===== src/rtl/btc_utx2_enc.sv =====
// btc_utx2_enc: sequential UTX2 block encoder.
// Loads 16 RGB555 pixels, picks luma endpoints, emits 2-bit selectors.
module btc_utx2_enc (
   input  logic        clock,
   input  logic        reset,
   input  logic [15:0] pixIn,
   input  logic        pixInValid,
   output logic        pixInReady,
   output logic [63:0] blkOut,
   output logic        blkOutValid,
   input  logic        blkOutReady,
   output logic        busy
);

   typedef enum logic [1:0] {
      LOAD  = 2'd0,
      QUANT = 2'd1,
      DONE  = 2'd2
   } state_t;

   state_t      state;
   state_t      state_nxt;

   logic [3:0]  idx;
   logic [3:0]  qidx;
   logic [14:0] pix [16];
   logic [6:0]  ymin;
   logic [6:0]  ymax;
   logic [14:0] color_a;
   logic [14:0] color_b;
   logic [31:0] sel;

   logic [6:0]  y_in;
   logic [6:0]  y_q;
   logic [11:0] rg;
   logic [11:0] dd;
   logic [11:0] d16;
   logic [11:0] t3;
   logic [11:0] t8;
   logic [11:0] t13;
   logic [1:0]  code;
   logic        first;
   logic        unused_bit15;

   // Bit 15 of the input pixel carries no colour information.
   assign unused_bit15 = pixIn[15];

   function automatic logic [6:0] luma(input logic [14:0] p);
      return {2'b00, p[14:10]} + {1'b0, p[9:5], 1'b0} + {2'b00, p[4:0]};
   endfunction

   assign y_in  = luma(pixIn[14:0]);
   assign y_q   = luma(pix[qidx]);
   assign first = (idx == 4'd0);

   // Threshold compare of the current pixel against the endpoint span.
   always_comb begin
      rg   = {5'b0, ymax - ymin};
      dd   = {5'b0, y_q - ymin};
      d16  = dd << 4;
      t3   = rg * 12'd3;
      t8   = rg << 3;
      t13  = rg * 12'd13;
      code = 2'b00;
      if (d16 < t3) begin
         code = 2'b11;
      end else if (d16 < t8) begin
         code = 2'b01;
      end else if (d16 < t13) begin
         code = 2'b10;
      end
   end

   // State register.
   always_ff @(posedge clock) begin
      if (!reset) begin
         state <= LOAD;
      end else begin
         state <= state_nxt;
      end
   end

   // Next-state selection.
   always_comb begin
      state_nxt = state;
      unique case (state)
         LOAD: begin
            if (pixInValid && idx == 4'd15) begin
               state_nxt = QUANT;
            end
         end
         QUANT: begin
            if (qidx == 4'd15) begin
               state_nxt = DONE;
            end
         end
         DONE: begin
            if (blkOutReady) begin
               state_nxt = LOAD;
            end
         end
         default: state_nxt = LOAD;
      endcase
   end

   // Outputs are pure decodes of state and registered data.
   always_comb begin
      pixInReady  = (state == LOAD);
      blkOutValid = (state == DONE);
      busy        = (state != LOAD) || (idx != 4'd0);
      blkOut      = 64'h0;
      if (state == DONE) begin
         blkOut = {sel, 1'b0, color_b, 1'b0, color_a};
      end
   end

   // Pixel buffer, endpoint tracking and selector accumulation.
   always_ff @(posedge clock) begin
      if (!reset) begin
         idx     <= 4'd0;
         qidx    <= 4'd0;
         ymin    <= 7'd0;
         ymax    <= 7'd0;
         color_a <= 15'd0;
         color_b <= 15'd0;
         sel     <= 32'd0;
         for (int i = 0; i < 16; i++) begin
            pix[i] <= 15'd0;
         end
      end else begin
         unique case (state)
            LOAD: begin
               qidx <= 4'd0;
               if (pixInValid) begin
                  pix[idx] <= pixIn[14:0];
                  idx      <= idx + 4'd1;
                  if (first || y_in < ymin) begin
                     ymin    <= y_in;
                     color_a <= pixIn[14:0];
                  end
                  if (first || y_in > ymax) begin
                     ymax    <= y_in;
                     color_b <= pixIn[14:0];
                  end
               end
            end
            QUANT: begin
               sel[{qidx, 1'b0} +: 2] <= code;
               qidx                   <= qidx + 4'd1;
            end
            DONE: begin
               if (blkOutReady) begin
                  idx <= 4'd0;
               end
            end
            default: begin
               idx <= 4'd0;
            end
         endcase
      end
   end

endmodule


===== config.mk =====
export PLATFORM = sky130hd
export DESIGN_NAME = btc_utx2_enc
export DESIGN_NICKNAME = d
export VERILOG_FILES = /design/src/rtl/btc_utx2_enc.sv
export SDC_FILE = /design/constraint.sdc
export NUM_CORES = 1
export LEC_CHECK = 0
export CAP_MARGIN = 10
export CORE_ASPECT_RATIO = 1.2
export CORE_UTILIZATION = 60
export CTS_CLUSTER_DIAMETER = 200
export DETAILED_ROUTE_END_ITERATION = 10
export GPL_TIMING_DRIVEN = 0
export PLACE_DENSITY_LB_ADDON = 0.15
export SYNTH_ARGS = -nofsm -noshare
export SYNTH_HDL_FRONTEND = slang
export SYNTH_SLANG_ARGS = --single-unit

===== constraint.sdc =====
create_clock -name clock -period 6.8 [get_ports clock]
set_clock_uncertainty 0.2 [all_clocks]
set_input_delay 1.36 -clock clock [delete_from_list [all_inputs] [get_ports clock]]
set_output_delay 1.36 -clock clock [all_outputs]
set_load 0.005 [all_outputs]

==> flow_summary.toml <==
[die]
ios = 87
rows = 68
die_y_um = 189
die_w_um = 158
initial_core_util_pct = 61.0
die_area_mm2 = 0.0298
coreArea_mm2 = 0.0287

[clocking]
clkTransAtPathRegs_ns = 0.06
hold_buffers = 0
cts_max_level = 2
cts_max_path_buffers = 3
ctsRootBufferMaster = "clkbuf_16"
cts_buffers = 34
tritoncts = "done"
cts_sinks = 330
clk_latency_ns = 0.52

[global_route]
use_met2_pct = 53.3
grt_overflow = 0
antenna_found_initial = 0
grtUsageTotal_pct = 30.3
busiest_layer = "met2"
grt_use_met3_pct = 3.59
met1_usage_pct = 36.1
grt_pass1_wl_mm = 66.0
grt_max_degree = 16
grt_pass1_vias = 11800

[sta]
slew_violations = 0
grt_setup_unrepaired = "no"
whs_ns = 0.252
slew_headroom_pct = 24.4
hold_viol_final = 0
finalCritPeriodShare_pct = 95.5
setup_ws_ns = 0.306
fmax_mhz = 154
final.min_clock_period_ns = 6.49
worst_pin_slew_ns = 1.12
setup_viol = 0

[synth]
ys_seq_elements = 330
ys.flop_type = "edfxtp_1"
syn-cell-area_mm2 = 0.0175
synth_most_common_cell = "and2_1"
yosysWarnings = 0
seq_area_frac_synth_pct = 51.5
yosysTopAreaCellShare_pct = 41.2
synth_cells = 1444
syn_area_per_cell_um2 = 12.1
synth_commonest_cells = "and2_1 (305), edfxtp_1 (240), dfxtp_1 (90)"
async_flop_share_pct = 0
synth_edf_count = 240
synth_cell_type_count = 57
synth.top_cells.by_area = "edfxtp_1 (41%), and2_1 (11%), dfxtp_1 (10%), mux4_2 (9.7%), ha_1 (5.7%)"
synth_top_cell_by_area = "edfxtp_1"

[routing]
wire_per_inst_um = 22.1
via_per_inst = 5.94
drc = 0
antenna_left = 0
dr.pass1.iters = 5
vias = 11700
drt_iter0_markers = 871
drt_wl_total_mm = 43.6

[power]
power_mw = 8.27
p_sw_mw = 3.34
power_density_mw_per_mm2 = 415
comb_power_share_pct = 50.9
irDropWorstVdd_uv = 504
p_leak_nw = 7.51
switching_share_pct = 40.3
p_int_mw = 4.94
p_seq_share_pct = 27.8
p_clk_share_pct = 21.3

[place]
port_buffers = 83
gp_congestion = 0.922
postPlaceCellArea_mm2 = 0.0189
pre_cts_slack_ns = -0.445
dp_hpwl_mm = 30.8

[critical_path]
worst-path-max-fanout = 10
r2r_slack_ns = 0.31
r2r_cells = 22
end_kind = "register"
r2r-end = "sel[27]"
worst-setup-path-type = "register to register"
worstSetupEndpoint = "sel[27]"
crit_arrival_ns = 6.73
cp.required_ns = 7.04
cp-start-kind = "register"

[cells_and_area]
finalInstanceArea_mm2 = 0.0199
drive_gt1_share_pct = 12.1
area_growth_pct = 14.0
nNetsFinal = 1686
n_antenna_cell = 0

[hold_path]
hp-class = "register to register"

[run_status]
status = "completed"

[flow_run]
max_cap_viol_count = 0
==> worst min-delay path by stage <==
| stage | start | endpoint | slack, ns | cells past startpoint |
|---|---|---|---|---|
| after global routing | sel[6] | sel[6] | 0.28 | 2 |
| after global placement | sel[26] | sel[26] | 0.24 | 2 |
| after detailed placement | sel[22] | sel[22] | 0.24 | 2 |
| final | sel[2] | sel[2] | 0.25 | 2 |
| after floorplan | sel[10] | sel[10] | 0.23 | 2 |
| after CTS | sel[2] | sel[2] | 0.25 | 2 |
==> metal layers <==
metal / wire length [um] / vias to the layer above
met3: 2360 / 118
met5: 0 / -
li1: - / 5362
met4: 2130 / 0
met2: 22800 / 462
met1: 16200 / 5757
==> power by group through the flow <==
stage / clock network, mW / registers, mW / logic, mW
floorplan: 0 / 2.32 / 3.20
global placement: 0 / 2.34 / 4.03
detailed placement: 0 / 2.34 / 4.14
CTS: 1.77 / 2.30 / 4.20
global route: 1.83 / 2.31 / 4.73
finish: 1.76 / 2.30 / 4.21
==> logic make-up (layout without fill, tap and decap cells) <==
group	after synthesis	after routing	synth area share, %
buf+inv	163	303	3.81
fa+ha+maj	103	103	8.40
simple gates	517	517	16.5
other cells	1	2	0.0214
mux	97	97	10.9
xor+xnor	30	30	1.50
flops	330	330	51.5
compound gates	203	203	7.31
==> worst max-delay path, stage by stage, from the launching register on <==
cell       delay [ns]
dfxtp_2          0.45
buf_6            0.23
mux4_2           0.57
mux4_2           0.55
fa_1             0.50
inv_1            0.05
fa_1             0.60
inv_1            0.06
ha_1             0.33
a211oi_2         0.26
o21a_1           0.18
nor3_1           0.09
nor2_2           0.11
buf_2            0.26
inv_1            0.07
ha_1             0.33
and4_1           0.22
a221oi_1         0.30
o21ai_0          0.16
a31o_2           0.26
a2bb2oi_4        0.20
buf_6            0.21
o31ai_4          0.22
==> registers in the layout, indices dropped and copies added (netlist names), named ones only <==
register / cells
ymax: 7
pix: 240
color_a: 15
state: 2
color_b: 15
ymin: 7
idx: 4
qidx: 4
sel: 32
==> cells in the final DEF (no fill, tap or decap), types with 4 or more instances in the layout <==
| cell | instances |
|---|---|
| clkdlybuf4s50_1 | 83 |
| dfxtp_1 | 87 |
| fa_1 | 24 |
| a21oi_1 | 74 |
| o21ai_2 | 12 |
| o21ai_1 | 4 |
| clkbuf_16 | 37 |
| o211ai_1 | 8 |
| buf_2 | 6 |
| clkbuf_4 | 4 |
| clkbuf_1 | 69 |
| o21bai_1 | 5 |
| clkinv_2 | 10 |
| nand2_1 | 70 |
| inv_1 | 71 |
| o21ai_0 | 44 |
| and2_1 | 305 |
| edfxtp_1 | 240 |
| a21o_1 | 14 |
| buf_4 | 6 |
| xor2_1 | 12 |
| a31o_2 | 4 |
| o2111ai_1 | 10 |
| or2_2 | 9 |
| o31ai_1 | 9 |
| nor3_1 | 5 |
| nand2b_1 | 15 |
| buf_6 | 7 |
| mux2i_1 | 22 |
| mux4_2 | 75 |
| nand3_1 | 38 |
| nor2_1 | 57 |
| ha_1 | 79 |
| xnor2_1 | 18 |
==> cell type report <==
| cell class | count | area [um2] |
|---|---|---|
| well taps | 385 | 482 |
| inverters | 72 | 270 |
| multi-input cells | 952 | 7860 |
| clock buffers | 41 | 941 |
| flip-flops and latches | 330 | 9010 |
| clock inverters | 17 | 91.3 |
| fillers | 2096 | 8730 |
| repair buffers | 85 | 853 |
| plain buffers | 88 | 424 |
==> repair_timing <==
item | 4_1_cts | 5_1_grt
buffers inserted | 1 | 0
gates resized for setup | 9 | 15
endpoints found under the setup margin | 16 | 16
pin swaps | 1 | 0
hold endpoints to repair | 0 | 0
cloned | 0 | 0
==> through the flow <==
stage               TNS [ns]  utilization, %  instances
global placement       -2.73            65.6       1913
finish                     0            69.5       1970
detailed placement     -5.23            65.8       1914
CTS                        0            69.5       1972
global route               0            69.5       1970
floorplan                  0               -       1445
Power figures use the tool's default switching activity.
